`config.mk`:
```
export PLATFORM = sky130hd
export DESIGN_NAME = mem_bus_decoder
export DESIGN_NICKNAME = d
export VERILOG_FILES = /design/src/rtl/mem_bus_pkg.sv /design/src/rtl/mem_bus_region_dec.sv /design/src/rtl/mem_bus_decoder.sv
export SDC_FILE = /design/constraint.sdc
export NUM_CORES = 1
export LEC_CHECK = 0
export ABC_AREA = 1
export BUFFER_PORTS_ARGS = -buffer_cell sky130_fd_sc_hd__buf_2
export CAP_MARGIN = 20
export CORE_AREA = 2 2 134 136
export CTS_CLUSTER_SIZE = 14
export DETAILED_ROUTE_END_ITERATION = 10
export DIE_AREA = 0 0 136 138
export PLACE_DENSITY = 0.64
export SYNTH_ARGS = -nofsm -noshare
export SYNTH_HDL_FRONTEND = slang
export SYNTH_SLANG_ARGS = --single-unit
```
`constraint.sdc`:
```
create_clock -name clk -period 1.2 [get_ports clk]
set_input_delay 0.24 -clock clk [delete_from_list [all_inputs] [get_ports clk]]
set_output_delay 0.24 -clock clk [all_outputs]
set_load 0.005 [all_outputs]
```
`src/rtl/mem_bus_pkg.sv`:
```
// rtl/mem_bus_pkg.sv - shared types and constants for the memory bus decoder
//
// Purpose: FSM state encoding, fault-kind codes and the default error read
// word used by mem_bus_decoder and mem_bus_region_dec.
// Ports: none (package).

package mem_bus_pkg;

    typedef enum logic [1:0] {
        ST_IDLE   = 2'd0,
        ST_ACTIVE = 2'd1,
        ST_RESP   = 2'd2
    } mem_bus_state_t;

    localparam logic [1:0] FAULT_UNMAPPED = 2'd0;
    localparam logic [1:0] FAULT_TIMEOUT  = 2'd1;

    localparam logic [31:0] ERR_RDATA = 32'hDEAD_BEEF;

endpackage : mem_bus_pkg

```
`src/rtl/mem_bus_region_dec.sv`:
```
// rtl/mem_bus_region_dec.sv - priority decoder from address nibble to slave select
//
// Purpose: combinational lookup of addr[31:28] in the per-slave region masks.
// The lowest-indexed slave whose mask bit is set wins, so overlapping masks
// resolve deterministically.
// Ports:
//   nibble  in  4      address bits [31:28]
//   sel     out NSLV   one-hot select (zero on miss)
//   hit     out 1      some slave claims the nibble

module mem_bus_region_dec
    import mem_bus_pkg::*;
#(
    parameter int                   NSLV       = 4,
    parameter logic [NSLV*16-1:0]   SLV_REGION = '0
) (
    input  logic [3:0]      nibble,
    output logic [NSLV-1:0] sel,
    output logic            hit
);

    logic [15:0] mask;

    always_comb begin
        sel  = '0;
        hit  = 1'b0;
        mask = '0;
        for (int i = 0; i < NSLV; i++) begin
            mask = SLV_REGION[i*16 +: 16];
            if (!hit && mask[nibble]) begin
                sel[i] = 1'b1;
                hit    = 1'b1;
            end
        end
    end

endmodule : mem_bus_region_dec

```
`src/rtl/mem_bus_decoder.sv`:
```
// rtl/mem_bus_decoder.sv - single-master, N-slave decoder for the native memory bus
//
// Purpose: latches each master request, steers it to one slave by the
// addr[31:28] region table, and returns a registered response. Unmapped
// (and, with MEM_BUS_TIMEOUT_EN, hung) accesses complete with ERR_RDATA and
// are logged in a sticky fault register.
// Optional feature macro: MEM_BUS_TIMEOUT_EN (per-access watchdog counter).
// Ports:
//   clk, rst                         clock, synchronous active-high reset
//   m_valid/m_addr/m_wdata/m_wstrb   master request
//   m_ready/m_rdata                  master response (registered)
//   s_valid[NSLV]                    per-slave request, one-hot or zero
//   s_addr/s_wdata/s_wstrb           latched request, broadcast
//   s_ready[NSLV], s_rdata[NSLV*32]  per-slave response
//   fault_valid/fault_kind/fault_addr  sticky fault record
//   fault_clr                        clears fault_valid

module mem_bus_decoder
    import mem_bus_pkg::*;
#(
    parameter int                 NSLV           = 4,
    parameter logic [NSLV*16-1:0] SLV_REGION     = {16'h0000, 16'h0000, 16'h0020, 16'h0301},
    parameter int                 TIMEOUT_CYCLES = 1023,
    parameter logic [31:0]        ERR_RDATA      = mem_bus_pkg::ERR_RDATA
) (
    input  logic                 clk,
    input  logic                 rst,
    input  logic                 m_valid,
    input  logic [31:0]          m_addr,
    input  logic [31:0]          m_wdata,
    input  logic [3:0]           m_wstrb,
    output logic                 m_ready,
    output logic [31:0]          m_rdata,
    output logic [NSLV-1:0]      s_valid,
    output logic [31:0]          s_addr,
    output logic [31:0]          s_wdata,
    output logic [3:0]           s_wstrb,
    input  logic [NSLV-1:0]      s_ready,
    input  logic [NSLV*32-1:0]   s_rdata,
    output logic                 fault_valid,
    output logic [1:0]           fault_kind,
    output logic [31:0]          fault_addr,
    input  logic                 fault_clr
);

    if (NSLV < 1 || NSLV > 8) begin : g_bad_nslv
        $error("mem_bus_decoder: NSLV out of range 1..8");
    end
    if (TIMEOUT_CYCLES < 1 || TIMEOUT_CYCLES > 65535) begin : g_bad_timeout
        $error("mem_bus_decoder: TIMEOUT_CYCLES out of range 1..65535");
    end

    mem_bus_state_t    state_q, state_d;
    logic [NSLV-1:0]   s_valid_q, s_valid_d;
    logic [31:0]       s_addr_q, s_addr_d;
    logic [31:0]       s_wdata_q, s_wdata_d;
    logic [3:0]        s_wstrb_q, s_wstrb_d;
    logic              m_ready_q, m_ready_d;
    logic [31:0]       m_rdata_q, m_rdata_d;
    logic              fault_valid_q, fault_valid_d;
    logic [1:0]        fault_kind_q, fault_kind_d;
    logic [31:0]       fault_addr_q, fault_addr_d;

    logic [NSLV-1:0]   dec_sel;
    logic              dec_hit;
    logic              sel_ready;
    logic [31:0]       sel_rdata;
    logic              tmo_hit;

    mem_bus_region_dec #(
        .NSLV       (NSLV),
        .SLV_REGION (SLV_REGION)
    ) u_region_dec (
        .nibble (m_addr[31:28]),
        .sel    (dec_sel),
        .hit    (dec_hit)
    );

    // s_valid_q doubles as the latched select while ACTIVE, so readiness
    // and read data from unselected slaves are masked off here.
    assign sel_ready = |(s_ready & s_valid_q);

    always_comb begin
        sel_rdata = '0;
        for (int i = 0; i < NSLV; i++) begin
            if (s_valid_q[i]) begin
                sel_rdata = sel_rdata | s_rdata[i*32 +: 32];
            end
        end
    end

`ifdef MEM_BUS_TIMEOUT_EN
    localparam logic [15:0] TMO_LIMIT = 16'(TIMEOUT_CYCLES);

    logic [15:0] tmo_cnt_q, tmo_cnt_d;
    logic [15:0] tmo_cnt_inc;

    // Counter sits at zero outside ACTIVE, which gives the clear-on-entry.
    // Comparing the incremented value makes the Nth ACTIVE cycle the last.
    assign tmo_cnt_inc = tmo_cnt_q + 16'd1;
    assign tmo_hit     = (state_q == ST_ACTIVE) && (tmo_cnt_inc == TMO_LIMIT);

    always_comb begin
        tmo_cnt_d = '0;
        if (state_q == ST_ACTIVE && state_d == ST_ACTIVE) begin
            tmo_cnt_d = tmo_cnt_inc;
        end
    end

    always_ff @(posedge clk) begin
        if (rst) begin
            tmo_cnt_q <= '0;
        end else begin
            tmo_cnt_q <= tmo_cnt_d;
        end
    end
`else
    assign tmo_hit = 1'b0;
`endif

    always_comb begin
        state_d       = state_q;
        s_valid_d     = s_valid_q;
        s_addr_d      = s_addr_q;
        s_wdata_d     = s_wdata_q;
        s_wstrb_d     = s_wstrb_q;
        m_ready_d     = 1'b0;
        m_rdata_d     = m_rdata_q;
        fault_valid_d = fault_valid_q;
        fault_kind_d  = fault_kind_q;
        fault_addr_d  = fault_addr_q;

        // Clear first so a fault raised below in the same cycle overrides it.
        if (fault_clr) begin
            fault_valid_d = 1'b0;
        end

        case (state_q)
            ST_IDLE: begin
                if (m_valid) begin
                    s_addr_d  = m_addr;
                    s_wdata_d = m_wdata;
                    s_wstrb_d = m_wstrb;
                    if (dec_hit) begin
                        s_valid_d = dec_sel;
                        state_d   = ST_ACTIVE;
                    end else begin
                        m_ready_d     = 1'b1;
                        m_rdata_d     = ERR_RDATA;
                        fault_valid_d = 1'b1;
                        fault_kind_d  = FAULT_UNMAPPED;
                        fault_addr_d  = m_addr;
                        state_d       = ST_RESP;
                    end
                end
            end
            ST_ACTIVE: begin
                if (sel_ready) begin
                    m_ready_d = 1'b1;
                    m_rdata_d = sel_rdata;
                    s_valid_d = '0;
                    state_d   = ST_RESP;
                end else if (tmo_hit) begin
                    m_ready_d     = 1'b1;
                    m_rdata_d     = ERR_RDATA;
                    s_valid_d     = '0;
                    fault_valid_d = 1'b1;
                    fault_kind_d  = FAULT_TIMEOUT;
                    fault_addr_d  = s_addr_q;
                    state_d       = ST_RESP;
                end
            end
            ST_RESP: begin
                // m_ready_q is high during this cycle; m_valid is ignored here.
                state_d = ST_IDLE;
            end
            default: begin
                s_valid_d = '0;
                state_d   = ST_IDLE;
            end
        endcase
    end

    always_ff @(posedge clk) begin
        if (rst) begin
            state_q       <= ST_IDLE;
            s_valid_q     <= '0;
            s_addr_q      <= '0;
            s_wdata_q     <= '0;
            s_wstrb_q     <= '0;
            m_ready_q     <= 1'b0;
            m_rdata_q     <= '0;
            fault_valid_q <= 1'b0;
            fault_kind_q  <= FAULT_UNMAPPED;
            fault_addr_q  <= '0;
        end else begin
            state_q       <= state_d;
            s_valid_q     <= s_valid_d;
            s_addr_q      <= s_addr_d;
            s_wdata_q     <= s_wdata_d;
            s_wstrb_q     <= s_wstrb_d;
            m_ready_q     <= m_ready_d;
            m_rdata_q     <= m_rdata_d;
            fault_valid_q <= fault_valid_d;
            fault_kind_q  <= fault_kind_d;
            fault_addr_q  <= fault_addr_d;
        end
    end

    assign m_ready     = m_ready_q;
    assign m_rdata     = m_rdata_q;
    assign s_valid     = s_valid_q;
    assign s_addr      = s_addr_q;
    assign s_wdata     = s_wdata_q;
    assign s_wstrb     = s_wstrb_q;
    assign fault_valid = fault_valid_q;
    assign fault_kind  = fault_kind_q;
    assign fault_addr  = fault_addr_q;

endmodule : mem_bus_decoder

```
==> metrics.yaml <==
run_status:
  status: "complete, but fails checks"
  violations: "negative setup slack"
global_routing:
  grt_overflow: 0
  grt_first_pass_wirelength_um: 28200
  grtUsageTotal: 0.192
  grt_pass1_vias: 5455
  antenna_found_initial: 1
  grt_max_degree: 39
setup_path:
  arrival_ns: 1.60
  crit_type: "reg2reg"
  cp.required_ns: 1.49
  cp.depth: 9
  crit_path_max_incr_delay_ns: 0.33
  crit_path_end_kind: "flip-flop"
  r2r_start: "state_q[1]"
  cp_max_fo: 20
  cp-start-kind: "flip-flop"
  reg2reg_depth: 9
  setup.worst_path.start: "state_q[1]"
  critPathBufInv: 3
  path_cells: "inv_2 > nand2_4 > nor2_4 > inv_4 > nand2_8 > nand2_8 > buf_12 > nand2_1 > a21oi_1"
  slowest_stage: "dfxtp_2"
  cp_top_family: "simple AND/OR/NAND/NOR gates"
  cpMostUsedCell: "nand2_8"
  r2r_slack_ns: -0.12
sta:
  finClkSkew_ns: 0.00926
  setup_viol: 116
  fmax_mhz: 760
  post-route-period-util: 1.10
  postLayoutSetupSlackWorst_ns: -0.117
  rsz0062_at_grt: "yes"
  finalMaxSlewViolations: 0
  fin_setup_tns_ns: -6.15
  finalCriticalPeriod_ns: 1.32
  hold_violations: 0
power:
  cellPowerDensity_nw_per_um2: 1480
  p_leak_nw: 4.19
  p_total_mw: 13.2
  power.ir.vdd_worst_uv: 908
synth:
  yosysSeqAreaShare: 0.509
  syn_area_um2: 5430
  ys_seq_elements: 138
  synth_area_per_cell_um2: 7.38
  yosysWarnings: 0
  ys_types: 22
  syn_inst: 736
min_path:
  hold_path_depth: 3
  min_from: "m_wdata[30]"
  hold_path.class: "in2reg"
floorplanning:
  io_pins: 344
  die_y_um: 138
  std_cell_rows: 49
  die_x_um: 136
  coreArea_um2: 17500
  initial_core_util: 0.310
  die_area_um2: 18800
detailed_routing:
  dr.pass1.iters: 4
  wl_per_cell_um: 15.1
  viasPerCell: 4.69
  routed_wirelength_um: 19200
  vias: 5967
  post-route-drc-count: 0
  drt-initial-drc-count: 220
  ant_nets: 0
clock_network:
  clk_path_buf_depth: 2
  clkLatencyLatePin_ns: 0.42
  htree_levels: 4
  cts_root_buf: "clkbuf_16"
  cts_buffers: 17
  cts_tree: "yes"
  clock-sinks: 138
  clk_pin_slew_ns: 0.06
  cts-hold-fix-buffers: 0
placed_design:
  dpl.hpwl_um: 12200
  dpl_cell_area_um2: 7280
  place_congestion: 0.788
  port_buffers: 273
layout:
  finalInstanceArea_um2: 8900
  layout.nets: 1236
  n_fill_cell: 1669
  final_common_cell: "buf_2"
  syn_to_final_growth_pct: 64.0
  antenna_cells: 0
  layout_common_cells: "buf_2 (271), dfxtp_1 (134), nand2_1 (130), nor2_1 (107), o21ai_0 (65)"
  drive_above_1_share: 0.483
run:
  maxCapViolations: 0
## state kept, by name, indices dropped and copies added (netlist names)
register	flops
fault_addr	32
m_rdata	32
s_addr	32
s_wdata	32
s_wstrb	4
s_valid	2
state_q	2
fault_valid	1
m_ready	1
## repair_timing
| action | 4_1_cts | 5_1_grt |
|---|---|---|
| pin swaps | 6 | 25 |
| buffers inserted | 10 | 4 |
| gates cloned | 7 | 3 |
| endpoints found under the setup margin | 138 | 137 |
| gates resized for setup | 57 | 131 |
## routing by layer
layer	routed length [um]	part of all wire	track usage
met1	8030	0.42	0.223
met5	11	0.00057	0
met3	1520	0.079	0.0719
met4	282	0.015	0.0515
met2	9370	0.49	0.330
## per-stage QoR
stage | cells | hold slack, ns | utilization | setup slack [ns]
final | 1273 | 0.0388 | 0.508 | -0.117
after global routing | 1273 | 0.0344 | 0.508 | -0.192
after CTS | 1267 | 0.0288 | 0.476 | -0.124
after detailed placement | 1219 | 0.450 | 0.415 | -0.195
after global placement | 1219 | 0.444 | 0.415 | -0.167
after floorplan | 739 | 0.375 | - | 0.00360
## worst register-to-register path: stages (launching register included)
cell	delay, ns
dfxtp_2	0.33
inv_2	0.08
nand2_4	0.08
nor2_4	0.13
inv_4	0.08
nand2_8	0.14
nand2_8	0.07
buf_12	0.15
nand2_1	0.07
a21oi_1	0.06
## Yosys cell counts
master | number | area (um2)
buf_6 | 2 | 22.5
nor2_2 | 3 | 18.8
buf_2 | 28 | 140
nand3_2 | 1 | 10.0
dfxtp_1 | 138 | 2760
nand2_1 | 162 | 608
nand2_2 | 2 | 12.5
buf_4 | 11 | 82.6
nand2_4 | 1 | 11.3
nor2_1 | 148 | 556
o21a_1 | 1 | 7.51
a211oi_1 | 2 | 15.0
a21oi_1 | 67 | 335
a22o_1 | 8 | 70.1
conb_1 | 1 | 3.75
nand4_1 | 1 | 6.26
inv_1 | 7 | 26.3
nand3_1 | 59 | 295
nand4_2 | 1 | 12.5
o21ai_0 | 67 | 335
clkbuf_1 | 20 | 75.1
inv_2 | 6 | 22.5
## cell type report
cell class / count / area (um2) / area share
multi-input combinational: 527 / 2850 / 0.320
sequential: 138 / 2770 / 0.311
timing repair buffer: 335 / 2350 / 0.263
clock buffer: 21 / 470 / 0.0528
tap: 229 / 287 / 0.0322
clock inverter: 10 / 119 / 0.0134
inverter: 13 / 58.8 / 0.00660
## report_power, final
group / switching [mW] / internal, mW
clock: 2.04 / 3.21
sequential: 0.202 / 5.01
combinational: 1.40 / 1.30
## path summary, 6_finish.rpt
kind,to
min reg2reg,m_rdata[28]
max reg2reg,m_rdata[1]
min,s_wdata[30]
max,m_rdata[1]
## kinds of logic after synthesis
family,share of synthesized area
AO/OA/AOI/OAI,0.141
flip-flops,0.509
buffers and inverters,0.0680
AND/OR/NAND/NOR,0.282
other,0.000691
Power figures use the tool's default switching activity.
